## config.mk

```make
export PLATFORM = sky130hd
export DESIGN_NAME = i2c_reg_seq
export DESIGN_NICKNAME = d
export VERILOG_FILES = /design/src/rtl/i2c_reg_seq.sv
export SDC_FILE = /design/constraint.sdc
export NUM_CORES = 1
export LEC_CHECK = 0
export CORE_MARGIN = 2
export CORE_UTILIZATION = 35
export DETAILED_ROUTE_END_ITERATION = 10
export GPL_TIMING_DRIVEN = 0
export PLACE_DENSITY_LB_ADDON = 0.3
export SLEW_MARGIN = 20
export SYNTH_ARGS = -nofsm -noshare
export SYNTH_HDL_FRONTEND = slang
export SYNTH_SLANG_ARGS = --single-unit
export TNS_END_PERCENT = 50
```

## constraint.sdc

```tcl
create_clock -name clk_i -period 3.39 [get_ports clk_i]
set_clock_uncertainty 0.2 [all_clocks]
set_input_delay 0.5085 -clock clk_i [delete_from_list [all_inputs] [get_ports clk_i]]
set_output_delay 0.5085 -clock clk_i [all_outputs]
set_load 0.005 [all_outputs]
```

## src/rtl/i2c_reg_seq.sv

```systemverilog
// i2c_reg_seq: turns one register access (write or read of an 8-bit register
// on a 7-bit I2C device) into the command sequence for a byte-level I2C
// engine (cmd 1=start, 2=stop, 3=send byte, 4=read byte). It follows the
// engine's ready/data_valid handshake, captures read data, and resets a hung
// engine when a command takes longer than TIMEOUT cycles.
//
// Ports:
//   clk_i, reset_n       clock, asynchronous active-low reset
//   req, rnw             request strobe (sampled in IDLE), 1 = read
//   dev_addr, reg_addr   7-bit device address, 8-bit register index
//   wdata                byte to write
//   busy, done, err      in-progress flag, end pulse, timeout/abort pulse
//   rdata                last successfully read byte
//   i2c_cmd, i2c_cmd_en  engine command and one-cycle strobe
//   i2c_wdata            byte presented to the engine
//   i2c_rdata            byte returned by the engine
//   i2c_data_valid       engine read data valid
//   i2c_ready            engine ready
//   i2c_reset_n          engine synchronous reset, active-low
module i2c_reg_seq #(
  parameter int TIMEOUT    = 4095,
  parameter int RST_CYCLES = 2
) (
  input  logic       clk_i,
  input  logic       reset_n,
  input  logic       req,
  input  logic       rnw,
  input  logic [6:0] dev_addr,
  input  logic [7:0] reg_addr,
  input  logic [7:0] wdata,
  output logic       busy,
  output logic       done,
  output logic       err,
  output logic [7:0] rdata,
  output logic [3:0] i2c_cmd,
  output logic       i2c_cmd_en,
  output logic [7:0] i2c_wdata,
  input  logic [7:0] i2c_rdata,
  input  logic       i2c_data_valid,
  input  logic       i2c_ready,
  output logic       i2c_reset_n
);

  typedef enum logic [2:0] {
    S_IDLE, S_ISSUE, S_WAIT_LO, S_WAIT_HI, S_FINISH, S_ABORT
  } state_t;

  localparam logic [3:0]  CMD_START = 4'd1;
  localparam logic [3:0]  CMD_STOP  = 4'd2;
  localparam logic [3:0]  CMD_SEND  = 4'd3;
  localparam logic [3:0]  CMD_READ  = 4'd4;
  localparam logic [15:0] TMO_LIM   = 16'(TIMEOUT);
  localparam logic [7:0]  RST_LAST  = 8'(RST_CYCLES - 1);

  // Write: START, SEND dev+W, SEND reg, SEND data, STOP
  // Read:  START, SEND dev+W, SEND reg, START, SEND dev+R, READ, STOP
  function automatic logic [3:0] step_cmd(input logic rd, input logic [2:0] s);
    case (s)
      3'd0:       step_cmd = CMD_START;
      3'd1, 3'd2: step_cmd = CMD_SEND;
      3'd3:       step_cmd = rd ? CMD_START : CMD_SEND;
      3'd4:       step_cmd = rd ? CMD_SEND  : CMD_STOP;
      3'd5:       step_cmd = CMD_READ;
      default:    step_cmd = CMD_STOP;
    endcase
  endfunction

  function automatic logic [7:0] step_data(input logic rd, input logic [2:0] s,
                                           input logic [6:0] dv, input logic [7:0] ra,
                                           input logic [7:0] wd);
    case (s)
      3'd1:    step_data = {dv, 1'b0};
      3'd2:    step_data = ra;
      3'd3:    step_data = rd ? 8'h00 : wd;
      3'd4:    step_data = rd ? {dv, 1'b1} : 8'h00;
      default: step_data = 8'h00;
    endcase
  endfunction

  state_t      state_q, state_d;
  logic [2:0]  step_q, step_d;
  logic [15:0] tmo_q, tmo_d;
  logic [7:0]  rcnt_q, rcnt_d;
  logic        busy_q, busy_d, done_q, done_d, err_q, err_d;
  logic [7:0]  rdata_q, rdata_d, wdo_q, wdo_d;
  logic [3:0]  cmd_q, cmd_d;
  logic        cmd_en_q, cmd_en_d, irst_n_q, irst_n_d;
  logic        lat_en;
  logic        rnw_q;
  logic [6:0]  dev_q;
  logic [7:0]  reg_q, wd_q;
  logic [15:0] tmo_inc;
  logic        is_read_step, is_last_step;

  assign tmo_inc      = tmo_q + 16'd1;
  assign is_read_step = rnw_q && (step_q == 3'd5);
  assign is_last_step = (step_q == (rnw_q ? 3'd6 : 3'd4));

  always_comb begin
    state_d  = state_q;
    step_d   = step_q;
    tmo_d    = tmo_q;
    rcnt_d   = rcnt_q;
    busy_d   = busy_q;
    done_d   = 1'b0;
    err_d    = 1'b0;
    rdata_d  = rdata_q;
    wdo_d    = wdo_q;
    cmd_d    = 4'd0;
    cmd_en_d = 1'b0;
    irst_n_d = irst_n_q;
    lat_en   = 1'b0;
    case (state_q)
      S_IDLE: begin
        if (req && i2c_ready) begin
          lat_en  = 1'b1;
          busy_d  = 1'b1;
          step_d  = 3'd0;
          state_d = S_ISSUE;
        end
      end
      S_ISSUE: begin
        cmd_d    = step_cmd(rnw_q, step_q);
        wdo_d    = step_data(rnw_q, step_q, dev_q, reg_q, wd_q);
        cmd_en_d = 1'b1;
        tmo_d    = 16'd0;
        state_d  = S_WAIT_LO;
      end
      S_WAIT_LO, S_WAIT_HI: begin
        if (state_q == S_WAIT_LO && !i2c_ready) begin
          state_d = S_WAIT_HI;
        end else if (state_q == S_WAIT_HI && i2c_ready) begin
          if (is_read_step && !i2c_data_valid) begin
            // Ready without valid data on a read: treat as an engine fault.
            state_d  = S_ABORT;
            irst_n_d = 1'b0;
            rcnt_d   = 8'd0;
          end else begin
            if (is_read_step) rdata_d = i2c_rdata;
            if (is_last_step) begin
              done_d  = 1'b1;
              state_d = S_FINISH;
            end else begin
              step_d  = step_q + 3'd1;
              state_d = S_ISSUE;
            end
          end
        end else begin
          tmo_d = tmo_inc;
          if (tmo_inc == TMO_LIM) begin
            state_d  = S_ABORT;
            irst_n_d = 1'b0;
            rcnt_d   = 8'd0;
          end
        end
      end
      S_FINISH: begin
        busy_d  = 1'b0;
        state_d = S_IDLE;
      end
      S_ABORT: begin
        if (rcnt_q == RST_LAST) begin
          irst_n_d = 1'b1;
          done_d   = 1'b1;
          err_d    = 1'b1;
          busy_d   = 1'b0;
          state_d  = S_IDLE;
        end else begin
          rcnt_d = rcnt_q + 8'd1;
        end
      end
      default: state_d = S_IDLE;
    endcase
  end

  always_ff @(posedge clk_i or negedge reset_n) begin
    if (!reset_n) begin
      state_q  <= S_IDLE;
      step_q   <= 3'd0;
      tmo_q    <= 16'd0;
      rcnt_q   <= 8'd0;
      busy_q   <= 1'b0;
      done_q   <= 1'b0;
      err_q    <= 1'b0;
      rdata_q  <= 8'h00;
      wdo_q    <= 8'h00;
      cmd_q    <= 4'd0;
      cmd_en_q <= 1'b0;
      irst_n_q <= 1'b1;
    end else begin
      state_q  <= state_d;
      step_q   <= step_d;
      tmo_q    <= tmo_d;
      rcnt_q   <= rcnt_d;
      busy_q   <= busy_d;
      done_q   <= done_d;
      err_q    <= err_d;
      rdata_q  <= rdata_d;
      wdo_q    <= wdo_d;
      cmd_q    <= cmd_d;
      cmd_en_q <= cmd_en_d;
      irst_n_q <= irst_n_d;
    end
  end

  // Request fields are only meaningful while busy, so they carry no reset.
  always_ff @(posedge clk_i) begin
    if (lat_en) begin
      rnw_q <= rnw;
      dev_q <= dev_addr;
      reg_q <= reg_addr;
      wd_q  <= wdata;
    end
  end

  assign busy        = busy_q;
  assign done        = done_q;
  assign err         = err_q;
  assign rdata       = rdata_q;
  assign i2c_cmd     = cmd_q;
  assign i2c_cmd_en  = cmd_en_q;
  assign i2c_wdata   = wdo_q;
  assign i2c_reset_n = irst_n_q;

endmodule

```

* Word-level counts from Yosys, hierarchy flattened *
Cells that the tools add are included.

storage, ports and cells
  bits in registers = 79

cells by class
  add/sub/neg operators = 3
  equal/unequal tests = 24
  mux-type cells = 50
  bitwise operators = 2
  reduce and logical (&&, ||, !) cells = 22

operator list
  cell                   number
  $mux 8                 7
  $mux 3                 13
  $mux 16                2
  $pmux 16 s2            1
  $pmux 8 s4             1
  $mux 1                 17
  $add 16x1->16 const B  1
  $eq 16x12->1 const B   1
  $ne 2x2->1 const B     8
  $pmux 8 s2             1
  $pmux 3 s5             1
  $reduce_and 5->1       3
  $eq 3x2->1 const B     4
  $eq 3x3->1 const B     4
  $pmux 3 s4             1
  $reduce_and 3->1       3
  $add 8x1->8 const B    1
  $eq 8x1->1 const B     1
  $eq 3x1->1 const B     2
  $logic_not 3->1        2
  $ne 3x3->1 const B     2
  $pmux 3 s2             1
  $reduce_and 6->1       1
  $reduce_bool 2->1      3
  11 further kinds       20

* Depth between registers and ports, before layout *
  depth in word-level cells = 7
  gate-level depth with buffers = 9

* Worst setup path before layout *
Ideal clock, no wire load.

  kind = input -> register
  start point = input i2c_ready
  end point = register dev_q[0], enable pin
  setup time = 0.405 ns
  arrival time = 2.047 ns
  data required time = 2.785 ns
  setup slack = 0.738 ns
  stages on the path = 4
  cell sequence = clkbuf_1 nand2b_1 nand3b_1 nor2_1

between the ends
  word-level cells in the longest chain between the ends = 3

RTL lines
  what                  RTL line  source
  start, declared       40        input logic i2c_ready,
  $logic_and 1x1->1     115       if (req && i2c_ready) begin
  $mux 1                115
  $mux 1                113       case (state_q)
  named net lat_en      88        logic lat_en;
  end signal, assigned  210       dev_q <= dev_addr;
  end, declared         90        logic [6:0] dev_q;

The timed path passes the listed nets, and every way through them passes these cells.
A chain may end at the register's enable or synchronous reset.

* Worst setup path in the final report *
  start point = register tmo_q[1]
  end point = register rcnt_q[1]

between the ends
  word-level cells in the longest chain between the ends = 4

RTL lines
  what                               RTL line  source
  start, declared                    82        logic [15:0] tmo_q, tmo_d;
  start signal, assigned             193       tmo_q <= tmo_d;
  $add 16x1->16                      95        assign tmo_inc = tmo_q + 16'd1;
  $eq 16x12->1                       150       if (tmo_inc == TMO_LIM) begin
  $ne 3x3->1 (no source line)        -
  $reduce_and 5->1 (no source line)  -
  end signal, assigned               194       rcnt_q <= rcnt_d;
  end, declared                      83        logic [7:0] rcnt_q, rcnt_d;

Every way passes these cells.

==> results.rst <==
.. list-table::
   :header-rows: 1

   * - Metric
     - Value
   * - Peak VDD IR
     - approximately 230 µV
   * - Routed via count
     - between 2000 and 3000
   * - Register area share after synthesis
     - 54.4%
   * - Flop-to-flop setup slack
     - 0.33 ns
   * - Multi-input logic area
     - between 1500 and 2000 µm²
   * - Floorplan die width
     - 108 µm
   * - Total routing usage reported by global routing
     - 15.5%
   * - Count of maximum capacitance violations
     - 0
   * - Largest buffer count on any clock path
     - 2
   * - Routed Wire Length
     - 8540 µm
   * - Ys async rst share
     - 69.2%
   * - Largest net degree at the start of global routing
     - 55
   * - CP top delay family
     - compound AO/OA/AOI/OAI gates
   * - Pre-CTS setup slack
     - 0.351 ns
   * - H-tree levels
     - 3
   * - Count of unique library cells instantiated by Yosys
     - 54
   * - Static leakage
     - around 0.0020 µW
   * - Kind of end point of the critical path
     - flop
   * - Startpoint Class
     - flop
   * - Endpoint arrival time on the critical path
     - 3.08 ns
   * - Total Nets Final
     - 481
   * - Starting density of the core
     - 35.4%
   * - Transition at the pin with the smallest max-transition slack
     - 0.713 ns
   * - Number of sinks driven by the clock tree
     - 78
   * - Total buffers and inverters traversed by the critical path
     - 0
   * - Weighted congestion reported at the end of routability-driven placement
     - 0.897
   * - HPWL after detailed placement
     - between 5000 and 6000 µm
   * - Violations in the final reports
     - hold timing
   * - Result of the run
     - complete, but fails checks
   * - Clock-pin slew reported for the worst setup and hold paths after clock tree synthesis
     - 0.09 ns
   * - Post-CTS Hold Buffers
     - 0
   * - Core area
     - about 11000 µm²
   * - Tmin final
     - 3.06 ns
   * - Worst skew pair latency
     - 0.35 ns
   * - Starting DRC count in detailed routing
     - 250
   * - Critical-path cell with the highest stage delay
     - dfrtp_1
   * - Number of cell rows
     - 38
   * - Post-synthesis net count
     - 410
   * - Number of post-CTS setup repair buffers
     - 0
   * - Number of global-route vias before repair
     - 2967
   * - Max stage delay on crit path
     - 0.48 ns
   * - Post-CTS resize count
     - 0
   * - Worst R2R End
     - rcnt_q[1]
   * - Class of the tightest hold or removal check
     - input port to asynchronous set/reset pin
   * - Floorplan die height
     - 108 µm
   * - Number of nets with antenna violations after detailed routing
     - 0
   * - Hold Slack
     - -0.0120 ns
   * - Post-detailed-route via-to-cell ratio
     - just over 5
   * - Final Max Tran Viols
     - 0
   * - Register Area
     - 2070 µm²
   * - Required arrival time at the worst endpoint
     - 3.41 ns
   * - Warnings, synthesis
     - 0
   * - Total CTS buffers
     - 9
   * - Worst slew margin relative to its limit
     - 52.5%
   * - Number of filler cells placed in the layout
     - 1042
   * - Final setup violation count
     - 0
   * - Fraction of layout cells with a size suffix above 1
     - 8.86%
   * - Setup slack of the critical path after layout
     - roughly 0.33 ns
   * - Post-synth EDFFs
     - 24
   * - Number of synthesized register bits
     - 78
   * - Main synth FF type
     - dfrtp_1
   * - Number of top-level pins
     - 62
   * - Global-route wire length before repair
     - roughly 14000 µm
   * - Final clock period utilization by the worst path
     - about nine tenths
   * - DRC violations left
     - 0
   * - Setup Crit Path Kind
     - flop to flop
   * - Total Die Area
     - 11700 µm²
   * - Pwr Density
     - approximately 700 nW/µm²
   * - Synth Instances
     - about 360
   * - Number of antenna violations at the first check in global routing
     - 0
   * - Congestion Overflow GR
     - 0
   * - Area growth syn-to-layout
     - 25.5%
   * - Hold violation total from the final report
     - 8
   * - Mean post-synth cell area
     - approximately 10 µm²
   * - Setup repair after global routing missed its margin
     - no
   * - R2R cell count
     - 8
   * - Total standard cell area after synthesis
     - 3810 µm²
   * - CP cell instances
     - ha_1 > nand3_1 > or3_1 > a221o_1 > a2111oi_2 > o211ai_1 > a22oi_4 > o22ai_1
   * - Startpoint of the most critical register-to-register path
     - tmo_q[1]
   * - Maximum frequency from static timing analysis
     - 327 MHz
   * - TritonCTS clock tree
     - built
   * - Routed wirelength normalized by instance count
     - roughly 15 µm
   * - Total iterations of the first detailed-routing run
     - 7
   * - Crit-path max FO
     - 8
   * - Count of input and output buffers
     - between 50 and 60
   * - Antenna cells
     - 0
   * - Root Driver
     - clkbuf_8
==> per-stage QoR <==
| step | util (%) | setup TNS [ns] | cell area (µm²) | total power, µW | cells |
|---|---|---|---|---|---|
| floorplan | - | 0 | 3810 | 2080 | 364 |
| global placement | 42.6 | -6.47 | 4570 | 2580 | 563 |
| detailed placement | 42.7 | 0 | 4590 | 2610 | 564 |
| CTS | 44.5 | 0 | 4780 | 3300 | 580 |
| global route | 44.5 | 0 | 4780 | 3510 | 580 |
| finish | 44.5 | 0 | 4780 | 3260 | 580 |
==> Yosys cell counts (all sizes together) (3+ instances only) <==
library cell | instances | area share, %
o211ai | 4 | 0.79
nand2 | 35 | 3.4
nand3b | 3 | 0.59
clkbuf | 15 | 1.5
mux2 | 8 | 2.4
o22ai | 3 | 0.49
nand4 | 10 | 1.6
a22o | 10 | 2.3
a21o | 10 | 2.0
and3 | 5 | 0.82
ha | 9 | 3.0
dfrtp | 53 | 35
inv | 21 | 2.1
a21oi | 14 | 1.8
edfxtp | 24 | 19
and4 | 3 | 0.69
a222oi | 7 | 1.8
o21ai | 30 | 3.9
buf | 8 | 1.2
nor2 | 11 | 1.1
nand3 | 17 | 2.2
xnor2 | 5 | 1.1
or3 | 4 | 0.66
nand2b | 5 | 0.82
nor3 | 19 | 2.5
nor2b | 4 | 0.66
==> area by class of cell <==
cell class                 instances  share of cell area, %
tap                              140                   3.67
buffer                            23                   2.15
multi-input combinational        242                   32.6
timing repair buffer              60                   12.6
clock buffer                       9                   2.59
sequential                        78                   43.4
clock inverter                     7                   1.36
inverter                          21                   1.65
==> layout by cell type, fill, tap and decap left out, drive strengths merged, types with 11 or more instances in the layout <==
cell type | Yosys | routed
a21oi | 14 | 14
o21ai | 30 | 30
dfrtp | 53 | 53
clkdlybuf4s50 | 0 | 58
nor3 | 19 | 19
clkbuf | 15 | 24
inv | 21 | 25
nor2 | 11 | 11
edfxtp | 24 | 24
nand3 | 17 | 17
nand2 | 35 | 35
==> sequential cells by signal, summed over array words and instances (netlist names), 7 cells and up <==
| register | flops |
|---|---|
| rdata | 8 |
| tmo_q | 16 |
| rcnt_q | 8 |
| wd_q | 8 |
| dev_q | 7 |
| i2c_wdata | 8 |
| reg_q | 8 |
==> where the power goes <==
| group | switching (µW) | leakage [µW] | internal [µW] | total [µW] |
|---|---|---|---|---|
| clock network | 387 | 0.0000943 | 284 | 670 |
| registers | 139 | 0.000937 | 1180 | 1320 |
| logic | 720 | 0.000946 | 554 | 1270 |
| total | 1250 | 0.00198 | 2020 | 3260 |
==> layer usage <==
| metal | GRT usage (%) | share of wire [%] | vias up |
|---|---|---|---|
| li1 | - | - | 1476 |
| met1 | 19.5 | 44 | 1425 |
| met2 | 25.0 | 50 | 72 |
| met3 | 3.44 | 4.5 | 12 |
| met4 | 7.69 | 1.6 | 0 |
| met5 | 0 | 0 | - |
==> kinds of logic after synthesis <==
family | after synthesis | share of synthesized area, %
AOI/OAI and AO/OA | 92 | 16.8
xor gates and xnor gates | 6 | 1.38
adders and majority gates | 10 | 3.22
buffers and inverters | 44 | 4.76
DFF | 78 | 54.4
muxes | 8 | 2.37
other | 1 | 0.0985
and+or+nand+nor | 125 | 17.0
==> worst max-delay path by stage <==
stage	cells after the start	end	from
2_1_floorplan	4	dev_q[0]	i2c_ready
3_3_place_gp	1	i2c_wdata[7]	reset_n
3_5_place_dp	8	rcnt_q[1]	tmo_q[0]
4_1_cts	8	rcnt_q[1]	tmo_q[0]
5_1_grt	8	rcnt_q[1]	tmo_q[0]
6_report	8	rcnt_q[1]	tmo_q[1]
Power figures use the tool's default switching activity.
